## src/rtl/dragon_fireball.sv

```systemverilog
// Dragon fireball sprite controller: random launch from the dragon, ballistic flight,
// explosion on player hit, then a cooldown before the next shot.
module dragon_fireball #(
   parameter int Y_SPEED          = 160,
   parameter int X_DRIFT          = -40,
   parameter int LAUNCH_THRESHOLD = 40,
   parameter int SPAWN_DX         = 2,
   parameter int SPAWN_DY         = 48,
   parameter int FLOOR_Y          = 440,
   parameter int EXPLODE_FRAMES   = 8,
   parameter int COOLDOWN_FRAMES  = 30
) (
   input  logic               clk,
   input  logic               resetN,
   input  logic               startOfFrame,
   input  logic               pause,
   input  logic [10:0]        RNG,
   input  logic signed [10:0] dragonTLX,
   input  logic signed [10:0] dragonTLY,
   input  logic               collision,
   output logic signed [10:0] topLeftX,
   output logic signed [10:0] topLeftY,
   output logic               fireballActive,
   output logic               exploding
);

   localparam int unsigned POS_W   = 32;
   localparam int unsigned FRAC_W  = 6;
   localparam int unsigned PIX_W   = 11;
   localparam int unsigned CNT_MAX = (EXPLODE_FRAMES > COOLDOWN_FRAMES) ?
                                     unsigned'(EXPLODE_FRAMES) : unsigned'(COOLDOWN_FRAMES);
   localparam int unsigned CNT_W   = (CNT_MAX < 2) ? 1 : $clog2(CNT_MAX);

   localparam logic signed [POS_W-1:0] PARK_X = POS_W'(700 * 64);
   localparam logic signed [POS_W-1:0] PARK_Y = '0;

   typedef enum logic [1:0] {
      IDLE     = 2'd0,
      FLYING   = 2'd1,
      EXPLODE  = 2'd2,
      COOLDOWN = 2'd3
   } state_e;

   state_e                   state_q, state_d;
   logic signed [POS_W-1:0]  x_q, x_d;
   logic signed [POS_W-1:0]  y_q, y_d;
   logic [CNT_W-1:0]         cnt_q, cnt_d;
   logic                     coll_q, coll_d;
   logic                     active_q, explode_q;

   logic                     update;
   logic                     hit;
   logic                     visible;
   logic                     launch;
   logic                     off_field;
   logic signed [POS_W-1:0]  pos_x, pos_y;
   logic signed [POS_W-1:0]  spawn_x, spawn_y;

   // Pixel position and event decodes used by the next-state logic
   always_comb begin
      update    = startOfFrame & ~pause;
      hit       = coll_q | (collision & (state_q == FLYING));
      pos_x     = x_q >>> FRAC_W;
      pos_y     = y_q >>> FRAC_W;
      visible   = (dragonTLX >= 11'sd0) && (dragonTLX <= 11'sd639);
      launch    = visible && (32'(RNG) < unsigned'(LAUNCH_THRESHOLD));
      off_field = (pos_y > FLOOR_Y) || (pos_x < -16);
      spawn_x   = (POS_W'(dragonTLX) + SPAWN_DX) <<< FRAC_W;
      spawn_y   = (POS_W'(dragonTLY) + SPAWN_DY) <<< FRAC_W;
   end

   always_ff @(posedge clk or negedge resetN) begin
      if (!resetN) begin
         state_q   <= IDLE;
         x_q       <= PARK_X;
         y_q       <= PARK_Y;
         cnt_q     <= '0;
         coll_q    <= 1'b0;
         active_q  <= 1'b0;
         explode_q <= 1'b0;
      end else begin
         state_q   <= state_d;
         x_q       <= x_d;
         y_q       <= y_d;
         cnt_q     <= cnt_d;
         coll_q    <= coll_d;
         active_q  <= (state_d == FLYING);
         explode_q <= (state_d == EXPLODE);
      end
   end

   // Between updates the hit latch accumulates; every update consumes and clears it
   always_comb begin
      state_d = state_q;
      x_d     = x_q;
      y_d     = y_q;
      cnt_d   = cnt_q;
      coll_d  = hit;
      if (update) begin
         coll_d = 1'b0;
         case (state_q)
            IDLE: begin
               if (launch) begin
                  state_d = FLYING;
                  x_d     = spawn_x;
                  y_d     = spawn_y;
               end
            end
            FLYING: begin
               if (hit) begin
                  state_d = EXPLODE;
                  cnt_d   = CNT_W'(EXPLODE_FRAMES - 1);
               end else if (off_field) begin
                  state_d = COOLDOWN;
                  cnt_d   = CNT_W'(COOLDOWN_FRAMES - 1);
                  x_d     = PARK_X;
                  y_d     = PARK_Y;
               end else begin
                  x_d = x_q + POS_W'(X_DRIFT);
                  y_d = y_q + POS_W'(Y_SPEED);
               end
            end
            EXPLODE: begin
               if (cnt_q == '0) begin
                  state_d = COOLDOWN;
                  cnt_d   = CNT_W'(COOLDOWN_FRAMES - 1);
                  x_d     = PARK_X;
                  y_d     = PARK_Y;
               end else begin
                  cnt_d = cnt_q - CNT_W'(1);
               end
            end
            COOLDOWN: begin
               if (cnt_q == '0) begin
                  state_d = IDLE;
               end else begin
                  cnt_d = cnt_q - CNT_W'(1);
               end
            end
            default: begin
               state_d = IDLE;
            end
         endcase
      end
   end

   assign topLeftX       = PIX_W'(pos_x);
   assign topLeftY       = PIX_W'(pos_y);
   assign fireballActive = active_q;
   assign exploding      = explode_q;

endmodule

```

## config.mk

```make
export PLATFORM = sky130hd
export DESIGN_NAME = dragon_fireball
export DESIGN_NICKNAME = d
export VERILOG_FILES = /design/src/rtl/dragon_fireball.sv
export SDC_FILE = /design/constraint.sdc
export NUM_CORES = 1
export LEC_CHECK = 0
export BUFFER_PORTS_ARGS = -buffer_cell sky130_fd_sc_hd__buf_2
export CORE_UTILIZATION = 50
export CTS_CLUSTER_SIZE = 24
export DETAILED_ROUTE_END_ITERATION = 16
export GPL_ROUTABILITY_DRIVEN = 0
export PLACE_DENSITY = 0.73
export SLEW_MARGIN = 40
export SYNTH_ARGS = -nofsm -noshare
export SYNTH_HDL_FRONTEND = slang
export SYNTH_SLANG_ARGS = --single-unit
export TNS_END_PERCENT = 100
```

## constraint.sdc

```tcl
create_clock -name clk -period 2.2 [get_ports clk]
set_input_delay 0.22 -clock clk [delete_from_list [all_inputs] [get_ports clk]]
set_output_delay 0.22 -clock clk [all_outputs]
set_load 0.05 [all_outputs]
```

Word-level counts from Yosys, hierarchy flattened --
Index checks and enable logic that the tools add are counted.
Word-level totals: output and inout port bits 24, RAM bits 0, latch bits 0, memory bits (read-only) 0, register bits after elaboration 74, memories kept 0
Operators by class: magnitude comparators 5, shift operators 0, add/sub/neg operators 5, bitwise operators 4, equality and inequality tests 10, muxes and demuxes 23, reduce and logical (&&, ||, !) cells 9, multipliers 0, divide/modulo/power cells 0
Operators with widths (number):
- 2-to-1 mux 32 bit | 8
- one-hot mux 32 bit (3 select lines) | 2
- adder 32 x 7 -> 32 bit (second input constant) | 1
- adder 32 x 9 -> 32 bit (second input constant) | 1
- > comparator 26 x 10 -> 1 bit (second input constant) | 1
- < comparator 26 x 5 -> 1 bit (second input constant) | 1
- 2-to-1 mux 5 bit | 4
- one-hot mux 5 bit (3 select lines) | 1
- adder 11 x 3 -> 12 bit (second input constant) | 1
- adder 11 x 7 -> 12 bit (second input constant) | 1
- 2-to-1 mux 2 bit | 6
- >= comparator 11 x 1 -> 1 bit (second input constant) | 1
- less-or-equal comparator 11 bit (second input constant) | 1
- < comparator 11 x 6 -> 1 bit (second input constant) | 1
- != test 2 bit (second input constant) | 4
- one-hot mux 2 bit (4 select lines) | 1
- == test 2 bit (second input constant) | 3
- nonzero test 3 bit | 2
- logical NOT 5 bit | 1
- AND reduction 5 bit | 1
- subtractor 5 x 1 -> 5 bit (second input constant) | 1
- == test 2 x 1 -> 1 bit (second input constant) | 2
- AND reduction 4 bit | 1
- != test 3 bit (second input constant) | 1
- 7 further kinds | 9

Longest topological paths before layout --
depth in word-level cells 7, depth in mapped cells 10

Worst setup path before layout --
No wires, ideal clock.
kind reg2reg, start register cnt_q[0], end register x_q[16], required time 2.074 ns, slack -0.051 ns, arrival time 2.125 ns, cell stages (with the launch flop) 11, path through dfrtp_1 > inv_1 > ha_1 > nor4b_4 > o2111ai_1 > a211o_1 > buf_6 > buf_6 > o31ai_1 > a21oi_1 > a311o_1
On the way: cells in the longest elaborated chain, start to end 3
Ends and longest elaborated chain:
- from (decl) | line 47 | logic [CNT_W-1:0] cnt_q, cnt_d;
- from (signal assigned) | line 85 | cnt_q <= cnt_d;
- logical NOT 5 bit | line 124 | if (cnt_q == '0) begin
- != test 2 bit (no source line)
- AND reduction 5 bit (no source line)
- to (signal assigned) | line 75 | x_q <= PARK_X;
- to (signal assigned) | line 83 | x_q <= x_d;
- to (decl) | line 45 | logic signed [POS_W-1:0] x_q, x_d;
No other way between the ends. A chain may end at the register's enable or synchronous reset.

Worst setup path after layout --
start register cnt_q[0], end register y_q[28]
On the way: cells in the longest elaborated chain, start to end 3
Ends and longest elaborated chain:
- logical NOT 5 bit | line 124
- != test 2 bit (no source line)
- AND reduction 5 bit (no source line)
- to (signal assigned) | line 84 | y_q <= y_d;
- to (decl) | line 46 | logic signed [POS_W-1:0] y_q, y_d;
No other way between the ends.

==> impl_results.md <==
- Run status: finished with violations
- Violated checks: negative setup slack
- Worst endpoint data arrival time: ~2.7 ns
- Wire length per cell: 19.1 um
- Clock-pin transition on the worst setup and hold timing paths: ~0.08 ns
- Vias per inst: 6.34
- Arithmetic-cell share of the synthesized area counting full adders, half adders and majority gates: 2.83%
- Setup ws final: -0.160 ns
- Endpoint type of the worst setup path: flop
- Total power after layout: between 0.009 and 0.01 W
- Full die area: between 10000 and 15000 sq um
- Number of global-route vias before repair: about 5300
- Clock buffer count from CTS: 9
- Port Buffers: just under 60
- Post-Synth XOR/XNOR Area: 2.16%
- Detailed Routing Iterations Pass 1: 5
- Total Negative Setup Slacks: -3.86 ns
- Global-route wire length before repair: ~25000 um
- I/O pin total: 62
- Launching element type of the critical path: flop
- Initial antenna violation count: 0
- Cell family with the largest share of critical-path delay: compound AO/OA/AOI/OAI gates
- Max FO, Critical Path: 13
- Worst-case clock skew: approximately 0.012 ns
- Upper clock frequency limit: about 420 MHz
- Cell taking the most area after synthesis: dfrtp_1
- Proportion of layout cells with a drive suffix above 1: a little over two fifths
- Die boundary height: approximately 100 um
- Maximum single-stage delay on the critical path: roughly 0.40 ns
- Initial DRC Count: roughly 370
- Top flip-flop cell by instance count after synthesis: dfrtp_1
- Post-Synthesis Mean Instance Area: ~8.3 sq um
- Setup repair after global routing missed its margin: true
- Share of synthesized cell area in and, or, nand and nor gates: between 20% and 30%
- Multiplexer share of the synthesized area: less than 1%
- Estimated wirelength of the detail-placed design: 10500 um
- Bufs on Longest Clock Path: 2
- Post-route cell area: between 6000 and 7000 sq um
- Buffers & Inverters on Critical Path: 2
- Effective utilization at floorplan: 52.1%
- Combinational family with the most area after synthesis: compound AO/OA/AOI/OAI gates
- Via count: approximately 5700
- Transition at the pin with the smallest max-transition slack: roughly 0.6 ns
- Number of design rule violations left after detail routing: 0
- Ant. Diodes: 0
- Lkg Pwr: 3.09 nW
- Type of the tightest min-delay check: in2reg
- Overflow left after global routing: 0
- Total of warnings raised by yosys: 0
- Number of setup violations in the final report: between 40 and 50
- Post-synth top area share: between 30 and 40%
- Largest net degree at the start of global routing: 67
- Synthesized area: about 5000 sq um
- Max-slew violation total from the final report: 0
- Final period util: 107%
- Synthesized net count: ~640
- Final #Nets: 807
- Worst path slowest cell: dfrtp_1
- Min cycle time layout: 2.36 ns
- Final number of hold-violating endpoints: 0
- Required time of the worst setup path: 2.50 ns
- Worst IR Drop VDD: a little under 900 uV
- GRT Total Usage: roughly a third
- Overall die width: between 100 and 150 um
- Library cell used as clock root buffer: clkbuf_8
- P per Cell Area: between 1000 and 1500 nW/um^2
- Count of unique library cells instantiated by Yosys: between 70 and 80
- Flip-flop and latch count after synthesis: 66
- Rel. slew slack: around 61%
- Portion of the post-synthesis area used by sequential elements: 34.1%
- Number of routed nets with antenna violations: 0
- Number of synthesized flops with an enable pin: 0
- Clock insertion delay at the later pin of the skew report: between 0.3 and 0.4 ns
- H-Tree Level Count: 3
- Count of standard-cell rows: 35
- Total wire length after detailed routing: ~17000 um
- Area contributors post-synth: dfrtp_1, o21ai_0, nand2_1
- Asr flop ratio synth: 100%
- Clock Sink Count: between 60 and 70
- Max Cap Violations: 0
- CTS tree: done
- Layout-stage area growth over the synthesis result: 43.9%
- Number of instances in the synthesized netlist: ~590
- Core area: between 9000 and 10000 sq um
- Worst setup path category: reg2reg
- Area fraction in compound gates after synthesis: a little over a quarter
- Area after detailed placement: 5910 sq um
- Critical Path, Cell by Cell: inv_2 -> ha_4 -> nor4b_4 -> o2111ai_4 -> a211o_4 -> buf_12 -> or3_1 -> a21oi_2 -> a211o_1
-- layer usage --
layer	up-vias	share of wire [%]	track usage, %
li1	2521	-	-
met1	2725	40	39.9
met2	346	49	53.4
met3	64	7.6	4.99
met4	0	3.3	13.3
met5	-	0	0
-- cells in the final DEF, fill, tap and decap left out, types with 13 or more instances in the layout --
cell       n
buf_6     17
o21ai_0   26
buf_4    121
nand2_1   53
nor2_1    33
a21oi_1   23
o21ai_1   18
nand3_1   15
nand4_1   18
nor3_1    18
inv_1     30
dfrtp_1   60
buf_2     58
a31oi_1   13
-- final timing paths --
kind                       cells after the start  slack (ns)  endpoint          from
min reg2reg                                    2        0.51    x_q[4]        x_q[4]
min in group asynchronous                      3        0.41   y_q[12]        resetN
max                                            9       -0.16   y_q[28]      cnt_q[0]
max in group asynchronous                      3        1.44    x_q[8]        resetN
min                                            3        0.17    y_q[6]  dragonTLY[0]
max reg2reg                                    9       -0.16   y_q[28]      cnt_q[0]
-- report_power, final --
part | total, W | leakage, nW | internal [W] | switching [W]
clock | 0.000960 | 0.0882 | 0.000439 | 0.000521
sequential | 0.00225 | 0.834 | 0.00174 | 0.000505
combinational | 0.00597 | 2.17 | 0.00252 | 0.00344
total | 0.00918 | 3.09 | 0.00471 | 0.00447
-- metrics by stage --
step / util [%] / hold slack (ns) / setup slack, ns / cells
6_report: 75.0 / 0.169 / -0.160 / 892
4_1_cts: 69.9 / 0.155 / -0.0943 / 874
3_5_place_dp: 63.4 / 0.271 / -0.273 / 837
2_1_floorplan: - / -0.0756 / 0.00359 / 586
3_3_place_gp: 63.4 / 0.274 / -0.148 / 837
5_1_grt: 75.0 / 0.188 / -0.264 / 892
-- synthesized netlist by cell type (all sizes together), types with 3 or more instances --
master    n
or3      12
nor4     11
and2      4
or2       4
a22o      5
nor2     43
a211oi    4
xnor2     7
nand3    16
clkbuf   10
and3      7
nor3     21
a41oi     4
nand2    53
o2111ai   3
inv      33
nand4    18
o21ai    53
or4       5
o32a      3
a21o      6
dfrtp    60
nor4b     5
mux2      3
a311o     6
a21oi    33
ha       11
o22ai     9
o31ai     9
dfstp     6
nor3b     3
nand2b    7
a211o    10
nor2b     4
a32oi     5
a31oi    14
buf      39
xor2      5
-- layout make-up --
| type | count | area [sq um] |
|---|---|---|
| repair buffers | 210 | 1670 |
| inverters | 33 | 124 |
| clock buffers | 10 | 138 |
| fillers | 614 | 2330 |
| well taps | 129 | 161 |
| flip-flops and latches | 66 | 1660 |
| clock inverters | 6 | 42.5 |
| multi-input cells | 438 | 3210 |
-- repair_timing --
action                     in CTS  in global routing
hold buffers                    1                  0
buffers inserted               17                 16
hold endpoints to repair       60                  0
setup endpoints to repair      59                 60
gates cloned                    3                  3
pin swaps                      28                 32
gates resized for setup        54                 91
-- worst min-delay path, delay by kind of cell --
kind,cells,cell delay [ns]
AND/OR/NAND/NOR,1,0.12
buffers and inverters,1,0.08
AO/OA/AOI/OAI,1,0.07
-- kinds of logic after synthesis --
group | after synthesis
xor gates and xnor gates | 12
buffers and inverters | 82
adders and majority gates | 11
AOI/OAI and AO/OA | 190
DFF | 66
muxes | 4
and+or+nand+nor | 221
-- state kept, by name (all words and copies together) (netlist names) --
register and cells:
x_q 29, y_q 27, cnt_q 5, state_q 2
coll_q 1, exploding 1, fireballActive 1
(Power assumes the default switching activity.)
